### src/rtl/l1_write_buffer.sv
// Write-back buffer between the L1 data cache and DRAM: queues evicted lines,
// forwards them to read misses, coalesces repeat writes and drains to DRAM when it is idle.
module l1_write_buffer #(
    parameter int DEPTH       = 4,
    parameter int ADDR_WIDTH  = 32,
    parameter int DATA_WIDTH  = 256,
    parameter int OFFSET_BITS = 5
) (
    input  logic                  clk,
    input  logic                  rst,
    input  logic [ADDR_WIDTH-1:0] cache_addr_i,
    input  logic [DATA_WIDTH-1:0] cache_data_i,
    input  logic                  cache_cs_i,
    input  logic                  cache_we_i,
    output logic [DATA_WIDTH-1:0] cache_data_o,
    output logic                  cache_ack_o,
    output logic [ADDR_WIDTH-1:0] mem_addr_o,
    output logic [DATA_WIDTH-1:0] mem_data_o,
    output logic                  mem_cs_o,
    output logic                  mem_we_o,
    input  logic [DATA_WIDTH-1:0] mem_data_i,
    input  logic                  mem_ack_i,
    output logic                  full_o,
    output logic                  empty_o
);
    localparam int TAG_WIDTH = ADDR_WIDTH - OFFSET_BITS;
    localparam int PTR_WIDTH = $clog2(DEPTH);
    localparam int CNT_WIDTH = $clog2(DEPTH + 1);

    typedef enum logic [1:0] {IDLE, FILL, RESP, DRAIN} state_t;

    state_t                state;
    logic [TAG_WIDTH-1:0]  tag_q  [DEPTH];
    logic [DATA_WIDTH-1:0] data_q [DEPTH];
    logic [DEPTH-1:0]      valid_q;
    logic [PTR_WIDTH-1:0]  head;
    logic [PTR_WIDTH-1:0]  tail;
    logic [CNT_WIDTH-1:0]  count;
    logic                  rd_pend;
    logic [ADDR_WIDTH-1:0] rd_addr_q;

    logic [TAG_WIDTH-1:0]  req_tag;
    logic                  req;
    logic                  head_locked;
    logic                  full_now;
    logic                  wr_hit;
    logic                  rd_hit;
    logic [PTR_WIDTH-1:0]  wr_idx;
    logic [PTR_WIDTH-1:0]  rd_idx;
    logic [PTR_WIDTH-1:0]  idx;
    logic                  push;
    logic                  pop;
    logic                  wr_accept;
    logic [CNT_WIDTH-1:0]  count_next;

    // The head is locked against coalescing while it drains or is about to start draining this edge.
    always_comb begin
        req_tag     = cache_addr_i[ADDR_WIDTH-1:OFFSET_BITS];
        req         = cache_cs_i && !cache_ack_o && !rd_pend;
        head_locked = (state == DRAIN) || ((state == IDLE) && !rd_pend && (count != '0));
        wr_hit      = 1'b0;
        wr_idx      = '0;
        rd_hit      = 1'b0;
        rd_idx      = '0;
        idx         = '0;
        // Walk oldest to youngest so the last match is the youngest copy of a line.
        for (int i = 0; i < DEPTH; i++) begin
            idx = head + PTR_WIDTH'(i);
            if (valid_q[idx] && (tag_q[idx] == req_tag)) begin
                rd_hit = 1'b1;
                rd_idx = idx;
                if (!(head_locked && (idx == head))) begin
                    wr_hit = 1'b1;
                    wr_idx = idx;
                end
            end
        end
        full_now   = (count == CNT_WIDTH'(DEPTH));
        push       = req && cache_we_i && !wr_hit && !full_now;
        wr_accept  = req && cache_we_i && (wr_hit || !full_now);
        pop        = (state == DRAIN) && mem_ack_i;
        count_next = count + CNT_WIDTH'(push) - CNT_WIDTH'(pop);
    end

    always_ff @(posedge clk) begin
        if (rst) begin
            state        <= IDLE;
            valid_q      <= '0;
            head         <= '0;
            tail         <= '0;
            count        <= '0;
            rd_pend      <= 1'b0;
            rd_addr_q    <= '0;
            cache_data_o <= '0;
            cache_ack_o  <= 1'b0;
            mem_addr_o   <= '0;
            mem_data_o   <= '0;
            mem_cs_o     <= 1'b0;
            mem_we_o     <= 1'b0;
            full_o       <= 1'b0;
            empty_o      <= 1'b1;
        end else begin
            cache_ack_o <= 1'b0;
            if (wr_accept) begin
                cache_ack_o <= 1'b1;
                if (wr_hit) begin
                    data_q[wr_idx] <= cache_data_i;
                end else begin
                    tag_q[tail]   <= req_tag;
                    data_q[tail]  <= cache_data_i;
                    valid_q[tail] <= 1'b1;
                    tail          <= tail + 1'b1;
                end
            end
            if (req && !cache_we_i) begin
                if (rd_hit) begin
                    cache_data_o <= data_q[rd_idx];
                    cache_ack_o  <= 1'b1;
                end else begin
                    rd_pend   <= 1'b1;
                    rd_addr_q <= cache_addr_i;
                end
            end
            if (pop) begin
                valid_q[head] <= 1'b0;
                head          <= head + 1'b1;
            end
            count   <= count_next;
            full_o  <= (count_next == CNT_WIDTH'(DEPTH));
            empty_o <= (count_next == '0);

            // A pending read miss always wins the next DRAM slot over further drains.
            case (state)
                IDLE: begin
                    if (rd_pend) begin
                        mem_addr_o <= rd_addr_q;
                        mem_we_o   <= 1'b0;
                        mem_cs_o   <= 1'b1;
                        state      <= FILL;
                    end else if (count != '0) begin
                        mem_addr_o <= {tag_q[head], {OFFSET_BITS{1'b0}}};
                        mem_data_o <= data_q[head];
                        mem_we_o   <= 1'b1;
                        mem_cs_o   <= 1'b1;
                        state      <= DRAIN;
                    end
                end
                FILL: begin
                    if (mem_ack_i) begin
                        mem_cs_o     <= 1'b0;
                        cache_data_o <= mem_data_i;
                        cache_ack_o  <= 1'b1;
                        state        <= RESP;
                    end
                end
                RESP: begin
                    rd_pend <= 1'b0;
                    state   <= IDLE;
                end
                DRAIN: begin
                    if (mem_ack_i) begin
                        mem_cs_o <= 1'b0;
                        mem_we_o <= 1'b0;
                        state    <= IDLE;
                    end
                end
                default: state <= IDLE;
            endcase
        end
    end
endmodule

### config.mk
export PLATFORM = sky130hd
export DESIGN_NAME = l1_write_buffer
export DESIGN_NICKNAME = d
export VERILOG_FILES = /design/src/rtl/l1_write_buffer.sv
export SDC_FILE = /design/constraint.sdc
export NUM_CORES = 2
export LEC_CHECK = 0
export CORE_AREA = 2 2 425 427
export DETAILED_ROUTE_END_ITERATION = 7
export DIE_AREA = 0 0 427 429
export PLACE_DENSITY_LB_ADDON = 0.1
export REMOVE_ABC_BUFFERS = 1
export SETUP_SLACK_MARGIN = 0.3
export SLEW_MARGIN = 20
export SYNTH_ARGS = -nofsm -noshare
export SYNTH_HDL_FRONTEND = slang
export SYNTH_SLANG_ARGS = --single-unit
### constraint.sdc
create_clock -name clk -period 42.9 [get_ports clk]
set_clock_uncertainty 0.2 [all_clocks]
set_input_delay 10.725 -clock clk [delete_from_list [all_inputs] [get_ports clk]]
set_output_delay 10.725 -clock clk [all_outputs]
set_load 0.03 [all_outputs]
==> run_results.csv <==
group,metric,value,unit
global_route,grt-ovfl-total,0,
hold_path,hold_path.class,"reg2reg",
timing,max_freq,54.43,MHz
run_status,run_status,"finished clean",
synth,synth_top_area_share,44.11,%
die,floorplan.initialDensity,43.29,%
die,dieHeight,429,um
drt,routed_wirelength,296200,um
placement,place_congestion,0.9063,
clock_network,post-cts-setup-buffer-count,0,
timing,slew_viol_final,0,
synth,post_synth_main_area_contributors,"edfxtp_1 (44%), dfxtp_1 (16%), mux4_2 (9.3%)",
synth,synth-seq-cells,1729,
clock_network,cts.path.max_buffers,3,
drt,postRouteAntennaNets,0,
cells_and_area,post_layout_nonfiller_instances,9646,
timing,post_layout_min_period,18.37,ns
global_route,initial_antenna_violation_count,99,
power,sw_frac_of_total,32.05,%
cells_and_area,layout.filler_cells,15130,
power,comb_power_share,23.4,%
clock_network,htreeDepth,4,
worst_setup_path,worstPathMaxFanout,89,
power,power.clock.fraction,34.8,%
worst_setup_path,crit_path_end_kind,"flop",
power,power.ir.vdd_worst,42.08,uV
clock_network,tritoncts,"done",
drt,firstDrtPassIters,6,
cells_and_area,layout_commonest_cell,"edfxtp_1",
synth,synth-edff-count,1132,
clock_network,cts_num_sinks,1729,
synth,yosysTopAreaCell,"edfxtp_1",
synth,yosysWarnings,0,
placement,place_hpwl,187400,um
global_route,grt_start_max_net_pins,172,
die,fp-row-count,155,
synth,mappedNetlistArea,0.07707,mm^2
timing,layout_setup_ws,24.53,ns
cells_and_area,syn_to_final_growth,25.16,%
synth,share_of_synthesized_flip_flops_with_an_asynchronous_set_or_reset,0,%
job,max_cap_check_violation_count,0,
worst_setup_path,critical_path.most_common_cell,"buf_4",
synth,synth_seq_area_share,59.61,%
worst_setup_path,cp_data_arrival_time,18.90,ns
cells_and_area,multi_input_area,0.02846,mm^2
placement,placed_cells_incl_taps,9213,
timing,unrepaired_setup_endpoints_after_global_routing,"false",
placement,place_worst_setup_slack,23.83,ns
timing,finalHoldViolations,0,
timing,final_cycle_utilization_of_the_critical_path,42.82,%
drt,drt_drc_violations_left,0,
power,reported_leakage_power,0.03213,uW
worst_setup_path,critical_path_launch_point_type,"input pin",
worst_setup_path,timing.critical_path.cells,"clkdlybuf4s50_1 -> o22ai_1 -> a2111oi_0 -> nand2b_1 -> nor2_4 -> buf_4 -> a211o_4 -> o21a_4 -> buf_4 -> buf_4 -> buf_4 -> nand3_1 -> a31o_2",
drt,avgViaCountPerCell,6.077,
drt,routedWlPerCell,30.71,um
placement,io_port_bufs,1097,
clock_network,worst_setup_hold_path_clk_slew,0.06,ns
power,p_per_area,50.95,mW/mm^2
synth,synth.avg_cell_area,12.39,um^2
synth,postSynthCellCount,6218,
die,ioPinCount,1098,
power,power.internal,3339,uW
clock_network,cts-resized-gates,0,
die,die_width,427,um
synth,ys_dominant_reg_cell,"edfxtp_1",
clock_network,holdBufCountCts,0,
cells_and_area,final_nets,7609,
clock_network,clock_insertion_delay_worst_skew,0.84,ns
drt,drc_violation_total_after_the_first_tritonroute_iteration,5468,
worst_setup_path,crit_path_top_delay_cell,"a2111oi_0",
clock_network,clockRootBuffer,"clkbuf_16",
timing,slew_headroom,20.48,%
die,core_region_area,0.1780,mm^2
clock_network,cts-buffers-inserted,189,
die,fp.dieArea,0.1832,mm^2
global_route,total_routing_usage_reported_by_global_routing,31.40,%
worst_setup_path,cp_slowest_stage_delay,1.04,ns
cells_and_area,drive_above_1_share,12.10,%
cells_and_area,final-seq-area,0.04595,mm^2
timing,worstMarginPinSlew,1.163,ns
cells_and_area,final_cell_mix,"edfxtp_1 (1132), clkdlybuf4s50_1 (1096), nand2_1 (1021)",
drt,vias,58620,
global_route,first_global_vias,57080,
timing,setup_viol,0,
worst_setup_path,critical_path_class,"in2reg",
power,power.switching,1575,uW
synth,synth_cell_type_count,77,
global_route,global_route_wire_length_before_repair,417600,um
worst_setup_path,required_time_reported_for_the_critical_path_endpoint,43.43,ns
power,seq_power_share,41.9,%
worst max-delay path, delay by kind of cell:
kind            cells  cell delay [ns]
buf+inv             5             4.19
simple gates        3             0.60
compound gates      5             3.16
power by group through the flow:
stage / Sequential (uW) / Clock, uW / Combinational (uW)
after global routing: 2060 / 1800 / 1210
after CTS: 2050 / 1730 / 1160
final: 2060 / 1710 / 1150
after floorplan: 2280 / 0 / 472
after detailed placement: 2090 / 0 / 1150
after global placement: 2090 / 0 / 1140
final cells by class:
cell class | count | area share, %
inverters | 132 | 0.5163
well taps | 2355 | 3.055
flip-flops and latches | 1729 | 47.64
diodes | 78 | 0.2024
clock buffers | 238 | 5.371
clock inverters | 117 | 1.379
repair buffers | 1202 | 12.34
multi-input cells | 3795 | 29.50
metal layers:
layer  wire length [um]  global-route usage [%]
met1             112700                   38.85
met2             142200                   49.60
met3              20200                   5.809
met4              20930                   22.06
met5                247                       0
flip-flops by register name, summed over array words and instances (netlist names), 3 cells and up, named ones only:
register,cells
mem_addr_o,32
rd_addr_q,32
tag_q,108
cache_data_o,256
valid_q,4
data_q,1024
mem_data_o,256
count,3
final timing paths:
check                    from               end  slack, ns  cells past startpoint
max          cache_addr_i[12]  cache_data_o[14]      24.53                     13
min           mem_data_o[161]   mem_data_o[161]       0.25                      2
max reg2reg           head[0]  cache_data_o[14]      32.01                     16
min reg2reg   mem_data_o[161]   mem_data_o[161]       0.25                      2
cells in the mapped netlist (all sizes together) (3+ instances only):
cell	instances
nor2	195
dfxtp	597
a31oi	5
nor4	11
edfxtp	1132
nand4	13
mux2	15
a21boi	3
o22ai	10
xor2	27
mux4	318
a211oi	117
and4	4
a221o	150
buf	140
nand2b	10
a2bb2oi	8
nand3b	3
a311oi	11
o2bb2ai	5
and2	7
a31o	152
a2111oi	109
ha	10
a311o	3
nand3	412
a21oi	565
nand2	1025
a22oi	9
nor3	11
inv	132
o2111ai	5
clkbuf	422
or3	4
a221oi	7
xnor2	62
o211ai	4
nor2b	4
mux2i	223
o221ai	111
o21ai	134
a211o	5
stage by stage:
step	hold slack, ns	utilization (%)	setup TNS [ns]	area, um^2	power [uW]
after floorplan	0.2495	-	-855.06	74710	2750
after detailed placement	0.2456	50.41	0	89750	3239
final	0.2515	54.18	0	96460	4915
after global routing	0.2652	54.17	0	96440	5071
after CTS	0.2539	54.07	0	96260	4939
after global placement	0.2425	50.41	0	89750	3231
cell families after synthesis:
group,synth area share [%]
AO/OA/AOI/OAI,13.78
XOR/XNOR,1.011
adder cells (fa/ha/maj),0.1883
buffers and inverters,3.708
flip-flops,59.61
multiplexers,12.41
AND/OR/NAND/NOR,9.283
Note: power is estimated with default switching activity, not from simulation.
